### src/rtl/sram_mem_ctrl_pkg.sv
// Shared types and constants for the half-word SRAM controller.
package mem_ctrl_pkg;

    typedef enum logic [1:0] {
        IDLE = 2'd0,
        LO   = 2'd1,
        HI   = 2'd2,
        DONE = 2'd3
    } state_e;

    localparam int unsigned DEF_BASE_ADDR = 1024;

    localparam logic LO_HALF = 1'b0;
    localparam logic HI_HALF = 1'b1;

endpackage

### src/rtl/sram_mem_ctrl_if.sv
// Pipeline request bundle and external 16-bit SRAM bus bundle.
interface mem_req_if;
    logic        mem_r_en;
    logic        mem_w_en;
    logic [31:0] address;
    logic [31:0] wdata;
    logic [31:0] rdata;
    logic        ready;

    modport master (output mem_r_en, mem_w_en, address, wdata, input rdata, ready);
    modport slave  (input mem_r_en, mem_w_en, address, wdata, output rdata, ready);
endinterface

interface sram_bus_if #(parameter int ADDR_W = 18);
    logic [ADDR_W-1:0] sram_addr;
    logic [15:0]       sram_dq_out;
    logic [15:0]       sram_dq_in;
    logic              sram_dq_oe;
    logic              sram_we_n;

    modport master (output sram_addr, sram_dq_out, sram_dq_oe, sram_we_n, input sram_dq_in);
    modport slave  (input sram_addr, sram_dq_out, sram_dq_oe, sram_we_n, output sram_dq_in);
endinterface

### src/rtl/sram_mem_ctrl.sv
// Splits a 32-bit load/store into two 16-bit SRAM accesses with programmable wait states.
//   state | meaning
//   IDLE  | no transfer; request and address latched on entry to LO
//   LO    | low half-word on bus for WAIT_CYCLES cycles
//   HI    | high half-word on bus for WAIT_CYCLES cycles
//   DONE  | bus idle, ready high for one cycle
module sram_mem_ctrl
    import mem_ctrl_pkg::*;
#(
    parameter int WAIT_CYCLES = 1,
    parameter int BASE_ADDR   = DEF_BASE_ADDR,
    parameter int ADDR_W      = 18
) (
    input  logic      clk,
    input  logic      rst,
    mem_req_if.slave  req,
    sram_bus_if.master sram
);

    localparam int CNT_W = (WAIT_CYCLES > 1) ? $clog2(WAIT_CYCLES) : 1;

    state_e              state_q, state_d;
    logic [CNT_W-1:0]    cnt_q, cnt_d;
    logic [ADDR_W-2:0]   word_q, word_d;
    logic [15:0]         wdata_hi_q, wdata_hi_d;
    logic                wr_q, wr_d;
    logic [31:0]         rdata_q, rdata_d;
    logic [ADDR_W-1:0]   addr_q, addr_d;
    logic [15:0]         dq_q, dq_d;
    logic                oe_q, oe_d;
    logic                we_n_q, we_n_d;

    logic                req_v;
    logic                last_cnt;
    logic                ready_c;
    logic [31:0]         offs;
    logic [ADDR_W-2:0]   word_in;

    // Addresses below the data base fold onto word 0; the word index wraps.
    always_comb begin
        offs    = req.address - 32'(BASE_ADDR);
        word_in = '0;
        if (req.address >= 32'(BASE_ADDR)) begin
            word_in = (ADDR_W-1)'(offs >> 2);
        end
    end

    assign req_v    = req.mem_r_en | req.mem_w_en;
    assign last_cnt = (cnt_q == CNT_W'(WAIT_CYCLES - 1));

    always_comb begin
        state_d    = state_q;
        cnt_d      = cnt_q;
        word_d     = word_q;
        wdata_hi_d = wdata_hi_q;
        wr_d       = wr_q;
        rdata_d    = rdata_q;
        addr_d     = addr_q;
        dq_d       = dq_q;
        oe_d       = oe_q;
        we_n_d     = we_n_q;
        ready_c    = 1'b0;

        case (state_q)
            IDLE: begin
                ready_c = ~req_v;
                if (req_v) begin
                    state_d    = LO;
                    cnt_d      = '0;
                    word_d     = word_in;
                    wdata_hi_d = req.wdata[31:16];
                    wr_d       = req.mem_w_en;
                    addr_d     = {word_in, LO_HALF};
                    dq_d       = req.wdata[15:0];
                    oe_d       = req.mem_w_en;
                    we_n_d     = ~req.mem_w_en;
                end
            end
            LO: begin
                if (last_cnt) begin
                    cnt_d   = '0;
                    state_d = HI;
                    if (!wr_q) begin
                        rdata_d[15:0] = sram.sram_dq_in;
                    end
                    addr_d = {word_q, HI_HALF};
                    dq_d   = wdata_hi_q;
                end else begin
                    cnt_d = cnt_q + CNT_W'(1);
                end
            end
            HI: begin
                if (last_cnt) begin
                    cnt_d   = '0;
                    state_d = DONE;
                    if (!wr_q) begin
                        rdata_d[31:16] = sram.sram_dq_in;
                    end
                    oe_d   = 1'b0;
                    we_n_d = 1'b1;
                end else begin
                    cnt_d = cnt_q + CNT_W'(1);
                end
            end
            DONE: begin
                ready_c = 1'b1;
                state_d = IDLE;
            end
            default: state_d = IDLE;
        endcase
    end

    always_ff @(posedge clk or posedge rst) begin
        if (rst) begin
            state_q    <= IDLE;
            cnt_q      <= '0;
            word_q     <= '0;
            wdata_hi_q <= '0;
            wr_q       <= 1'b0;
            rdata_q    <= '0;
            addr_q     <= '0;
            dq_q       <= '0;
            oe_q       <= 1'b0;
            we_n_q     <= 1'b1;
        end else begin
            state_q    <= state_d;
            cnt_q      <= cnt_d;
            word_q     <= word_d;
            wdata_hi_q <= wdata_hi_d;
            wr_q       <= wr_d;
            rdata_q    <= rdata_d;
            addr_q     <= addr_d;
            dq_q       <= dq_d;
            oe_q       <= oe_d;
            we_n_q     <= we_n_d;
        end
    end

    assign req.ready        = ready_c;
    assign req.rdata        = rdata_q;
    assign sram.sram_addr   = addr_q;
    assign sram.sram_dq_out = dq_q;
    assign sram.sram_dq_oe  = oe_q;
    assign sram.sram_we_n   = we_n_q;

endmodule

### src/flat_wrapper.sv
// flat-port wrapper written by rule: the top's interface ports become plain ports
module sram_mem_ctrl_flat import mem_ctrl_pkg::*;
#(
    parameter int WAIT_CYCLES = 1,
    parameter int BASE_ADDR   = DEF_BASE_ADDR,
    parameter int ADDR_W      = 18
)
  (clk, rst, req_mem_r_en, req_mem_w_en, req_address, req_wdata, req_rdata, req_ready, sram_sram_addr, sram_sram_dq_out, sram_sram_dq_oe, sram_sram_we_n, sram_sram_dq_in);
  mem_req_if req_i ();
  sram_bus_if #(.ADDR_W(ADDR_W)) sram_i ();
  input  logic clk;
  input  logic rst;
  input wire logic [$bits(req_i.mem_r_en)-1:0] req_mem_r_en;
  input wire logic [$bits(req_i.mem_w_en)-1:0] req_mem_w_en;
  input wire logic [$bits(req_i.address)-1:0] req_address;
  input wire logic [$bits(req_i.wdata)-1:0] req_wdata;
  output wire logic [$bits(req_i.rdata)-1:0] req_rdata;
  output wire logic [$bits(req_i.ready)-1:0] req_ready;
  output wire logic [$bits(sram_i.sram_addr)-1:0] sram_sram_addr;
  output wire logic [$bits(sram_i.sram_dq_out)-1:0] sram_sram_dq_out;
  output wire logic [$bits(sram_i.sram_dq_oe)-1:0] sram_sram_dq_oe;
  output wire logic [$bits(sram_i.sram_we_n)-1:0] sram_sram_we_n;
  input wire logic [$bits(sram_i.sram_dq_in)-1:0] sram_sram_dq_in;
  assign req_i.mem_r_en = req_mem_r_en;
  assign req_i.mem_w_en = req_mem_w_en;
  assign req_i.address = req_address;
  assign req_i.wdata = req_wdata;
  assign req_rdata = req_i.rdata;
  assign req_ready = req_i.ready;
  assign sram_sram_addr = sram_i.sram_addr;
  assign sram_sram_dq_out = sram_i.sram_dq_out;
  assign sram_sram_dq_oe = sram_i.sram_dq_oe;
  assign sram_sram_we_n = sram_i.sram_we_n;
  assign sram_i.sram_dq_in = sram_sram_dq_in;
  sram_mem_ctrl #(.WAIT_CYCLES(WAIT_CYCLES), .BASE_ADDR(BASE_ADDR), .ADDR_W(ADDR_W)) u_core (.clk(clk), .rst(rst), .req(req_i), .sram(sram_i));
endmodule
### config.mk
export PLATFORM = sky130hd
export DESIGN_NAME = sram_mem_ctrl_flat
export DESIGN_NICKNAME = d
export VERILOG_FILES = /design/src/rtl/sram_mem_ctrl_pkg.sv /design/src/rtl/sram_mem_ctrl_if.sv /design/src/rtl/sram_mem_ctrl.sv /design/src/flat_wrapper.sv
export SDC_FILE = /design/constraint.sdc
export NUM_CORES = 1
export LEC_CHECK = 0
export BUFFER_PORTS_ARGS = -buffer_cell sky130_fd_sc_hd__buf_2
export CORE_MARGIN = 2
export CORE_UTILIZATION = 50
export DETAILED_ROUTE_END_ITERATION = 6
export GPL_TIMING_DRIVEN = 0
export PLACE_DENSITY = 0.8
export SLEW_MARGIN = 25
export SYNTH_ARGS = -nofsm -noshare
export SYNTH_HDL_FRONTEND = slang
export SYNTH_SLANG_ARGS = --single-unit
### constraint.sdc
create_clock -name clk -period 7.8 [get_ports clk]
set_input_delay 1.56 -clock clk [delete_from_list [all_inputs] [get_ports clk]]
set_output_delay 1.56 -clock clk [all_outputs]
set_load 0.01 [all_outputs]
* After elaboration in Yosys (flattened, before gate mapping) *
Index checks and enable logic that the tools add are counted.

storage, ports and cells
  input bits = 84
  register bits = 105
  logic and storage cells = 58

cells by class
  order comparisons = 1
  mux-type cells = 21
  bitwise operators = 5
  add/sub/neg operators = 2
  equality and inequality tests = 6
  reduce and logical (&&, ||, !) cells = 12

operator list
  cell                                                                                    count
  18-bit 2-to-1 mux                                                                       2
  18-bit one-hot mux with 2 select lines                                                  1
  32-bit by 11-bit greater-or-equal comparator with 1-bit output (second input constant)  1
  16-bit 2-to-1 mux                                                                       2
  16-bit one-hot mux with 2 select lines                                                  1
  19-bit by 11-bit subtractor with 19-bit output (second input constant)                  1
  17-bit 2-to-1 mux                                                                       1
  3-bit AND reduction                                                                     5
  1-bit one-hot mux with 2 select lines                                                   4
  2-bit one-hot mux with 4 select lines                                                   1
  1-bit 2-to-1 mux                                                                        6
  2-bit 2-to-1 mux                                                                        3
  2-bit nonzero test                                                                      3
  2-bit equality test (second input constant)                                             2
  2-bit != test (second input constant)                                                   2
  1-bit NOT                                                                               4
  2-bit AND reduction                                                                     2
  2-bit by 1-bit equality test with 1-bit output (second input constant)                  1
  2-bit zero test                                                                         1
  2-bit by 1-bit != test with 1-bit output (second input constant)                        1
  2-bit OR reduction                                                                      1
  1-bit adder (second input constant)                                                     1
  1-bit bitwise OR                                                                        1

* Logic depth before layout (Yosys ltp) *
  depth in word-level cells = 4
  gate-level depth with buffers = 9
  gate-level depth less buffers = 6

* Worst setup path before layout *
OpenSTA, ideal clock, no wires.

  path kind = input port to output port
  start = input port req_mem_w_en
  end = output port req_ready
  setup slack = 3.834 ns
  data arrival time = 2.406 ns
  data required time = 6.240 ns
  stages on the path = 3
  buffers on the path = 1
  path through = or3b_1 > clkbuf_1 > a21oi_1

on the way
  longest elaborated chain between the ends = 3

ends and longest elaborated chain
  element                                RTL line             text
  start, declared                        flat_wrapper.sv:14   input wire logic [$bits(req_i.mem_w_en)-1:0] req_mem_w_en;
  1-bit bitwise OR                       sram_mem_ctrl.sv:48  assign req_v = req.mem_r_en | req.mem_w_en;
  1-bit NOT                              sram_mem_ctrl.sv:66  ready_c = ~req_v;
  1-bit one-hot mux with 2 select lines  sram_mem_ctrl.sv:64  case (state_q)
  end, declared                          flat_wrapper.sv:18   output wire logic [$bits(req_i.ready)-1:0] req_ready;

No other way between the ends.

* Worst setup path in the final report *
Same ends and word-level chain as after synthesis.

==> metrics.md <==
| Metric | Value |
|---|---|
| Status | finished, final reports clean |
| Startpoint types | primary input |
| Routability congestion estimate | 0.839 |
| # rows | 34 |
| Switch Pwr | 0.931 mW |
| Hold Buf Count CTS | 0 |
| Int Pwr | 1.33 mW |
| Top_reg_cell synth | dfrtp_1 |
| Buffers plus inverters on the worst setup path | 3 |
| Power per cell area | 404 nW/um^2 |
| Tcrit/Tclk final | 55.1% |
| Endpoints failing setup | 0 |
| Share of cells above drive strength 1 | 27.2% |
| Fin. Hold Viols | 0 |
| Crit. End Element | primary output |
| Final instance area | 5610 sq um |
| Clk pin slew, worst setup/hold paths | 0.09 ns |
| Seq/Total Area, Yosys | 57.7% |
| Maximum fanout along the worst path | 10 |
| 1st-iter DRT viols | 198 |
| Max-slew violation count | 0 |
| Cts bufs inserted | 9 |
| Height of the die | 99.0 um |
| Most frequent cells in the layout | nand2_1, buf_2, dfrtp_1 |
| Max-cap check violation count | 0 |
| Critical-path cell list | buf_2, or3b_1, clkbuf_1, a21oi_1, buf_2 |
| TNS Setup | 0 ns |
| CP Data Required Time | 6.24 ns |
| Lkg Pwr | 2.98 nW |
| Post-synth EDFFs | 0 |
| #FFs+latches synth | 104 |
| Post-synth net total | 572 |
| DP Area | 5440 sq um |
| CP max stage cell | or3b_1 |
| Synth cell types | 36 |
| Synth Cell Area | 4510 sq um |
| Flop pwr share | 41.9% |
| Global-route wire length before repair | 18.0 mm |
| Worst-skew pair later-pin latency | 0.35 ns |
| Core ar. | 8720 sq um |
| DIE WIDTH | 99.0 um |
| Detail Placement HPWL | 8.30 mm |
| Class of the worst hold path | reg2reg |
| Antenna violations before repair | 0 |
| Pin count of the biggest net entering global routing | 69 |
| Commonest non-fill, non-tap cell in the layout | nand2_1 |
| CP peak stage delay | 0.44 ns |
| Slew @ Worst Pin | 0.752 ns |
| Vias per std cell | 5.21 |
| Setup CP Type | in2out |
| Buffers added on ports | 152 |
| Worst IR Drop VDD | 0.172 mV |
| Post-CTS Setup Inserts | 0 |
| Gates resized, CTS repair | 0 |
| Most used cell, CP | buf_2 |
| Initial Utilization | 51.7% |
| GRT Residual Overflow | 0 |
| Drt wl/cell | 14.7 um |
| Relative slew slack | 49.9% |
| Post-route minimum period | 4.30 ns |
| Total chip power | 2.26 mW |
| Logic pwr share | 44.9% |
| Average size of a mapped cell | 9.38 sq um |
| Switching share of power | 41.1% |
| DRC Markers | 0 |
| Post-Route WL | 11.1 mm |
| Die area | 9800 sq um |
| Largest delay share family, worst path | buffers and inverters |
| DR pass1 iterations | 5 |
| GRT Resource Usage Total | 22.8% |
| Clk sinks | 104 |
| Crit path DAT | 2.74 ns |
| Max Freq | 233 MHz |
| Share of synthesized registers carrying an async set or reset | 100% |
| Routed Antenna Nets | 0 |
| Vias in the first global route | 3912 |
| # diodes | 0 |
| Clk root buf | clkbuf_8 |
| Htree depth | 3 |
| Clk buf depth | 2 |
| Worst Clk Skew | 0.0148 ns |
| Yosys warnings | 0 |
| Post-synthesis cell count | 481 |
| Layout area overhead | 24.3% |
| Final #Nets | 736 |
| Clock share of power | 13.2% |
| Ports | 153 |
| CTS tree | built |
| RSZ-0062 raised after global routing | false |
| Vias | 3940 |
-- layer usage --
metal	part of all wire [%]	vias up	wire length [um]	track usage (%)
li1	-	1911	-	-
met1	43	1849	4790	30.0
met2	49	164	5410	37.9
met3	6.7	16	741	3.55
met4	1.6	0	183	9.27
met5	0	-	0	0
-- synthesized netlist by cell type (all sizes together), types with 2 or more instances --
master	n	area share [%]
o31ai	9	1.6
nor3	3	0.44
nand2b	4	0.55
mux2i	16	3.6
nor2	11	0.92
and3	17	2.4
nor4	4	0.55
xnor2	5	0.97
a21oi	10	1.1
clkbuf	24	2.0
o21ai	38	4.2
ha	7	1.9
buf	4	0.42
a221o	8	1.8
dfrtp	103	57
nor2b	4	0.55
inv	7	0.58
nand2	192	16
nor3b	2	0.33
-- worst min-delay path, stage by stage, from the launching register on --
cell     delay, ns
dfrtp_1       0.35
nand2_1       0.05
nand2_1       0.05
-- final cells by class --
cell class | count | area, sq um
Sequential cell | 104 | 2600
Buffer | 28 | 109
Tap cell | 108 | 135
Clock inverter | 4 | 31.3
Fill cell | 749 | 3110
Clock buffer | 10 | 138
Inverter | 7 | 31.3
Timing Repair Buffer | 153 | 788
Multi-Input combinational cell | 342 | 1770
-- cell families (layout without fill, tap and decap cells) --
logic type,Yosys count,in the layout,synth area share [%]
AO/OA/AOI/OAI,71,71,10.0
buffers and inverters,35,202,3.00
XOR/XNOR,6,6,1.17
AND/OR/NAND/NOR,242,242,22.6
flip-flops,104,104,57.7
multiplexers,16,16,3.55
adder cells (fa/ha/maj),7,7,1.94
-- power groups by stage --
stage	logic, mW	clock network (mW)	registers, mW
global placement	0.986	0	0.943
finish	1.02	0.299	0.948
detailed placement	1.03	0	0.956
CTS	1.03	0.305	0.946
global route	1.15	0.326	0.978
floorplan	0.572	0	1.01
-- path summary, 6_finish.rpt --
| kind | from | to | slack, ns | depth (start not counted) |
|---|---|---|---|---|
| worst max-delay path | req_mem_w_en | req_ready | 3.50 | 5 |
| worst min-delay path | u_core.req.rdata[2]$_DFFE_PP0P_ | u_core.req.rdata[2]$_DFFE_PP0P_ | 0.48 | 2 |
| worst max register to register | u_core.state_q[0]$_DFFE_PP0N_ | u_core.sram.sram_dq_out[7]$_DFFE_PP0P_ | 5.29 | 9 |
| worst min register to register | u_core.req.rdata[2]$_DFFE_PP0P_ | u_core.req.rdata[2]$_DFFE_PP0P_ | 0.48 | 2 |
| max in group asynchronous | rst | u_core.sram.sram_we_n$_DFFE_PP1P_ | 5.93 | 3 |
| min in group asynchronous | rst | u_core.sram.sram_dq_out[6]$_DFFE_PP0P_ | 1.19 | 2 |
-- sequential cells by signal (all words and copies together), names as in the netlist --
name and cells:
u_core.sram.sram_we_n 1, u_core.sram.sram_dq_oe 1, u_core.req.rdata 32, u_core.wdata_hi_q 16
u_core.state_q 2, u_core.sram.sram_addr 18, u_core.word_q 17, u_core.sram.sram_dq_out 16
u_core.wr_q 1
-- per-stage QoR --
step | setup WS (ns) | hold WS (ns) | std cells | utilization, %
after global routing | 3.41 | 0.494 | 756 | 64.3
after global placement | 2.43 | 0.452 | 741 | 62.0
after detailed placement | 3.50 | 0.459 | 742 | 62.4
after CTS | 3.49 | 0.481 | 756 | 64.3
final | 3.50 | 0.479 | 756 | 64.3
after floorplan | 3.51 | 0.441 | 481 | -
Note: power is estimated with default switching activity, not from simulation.
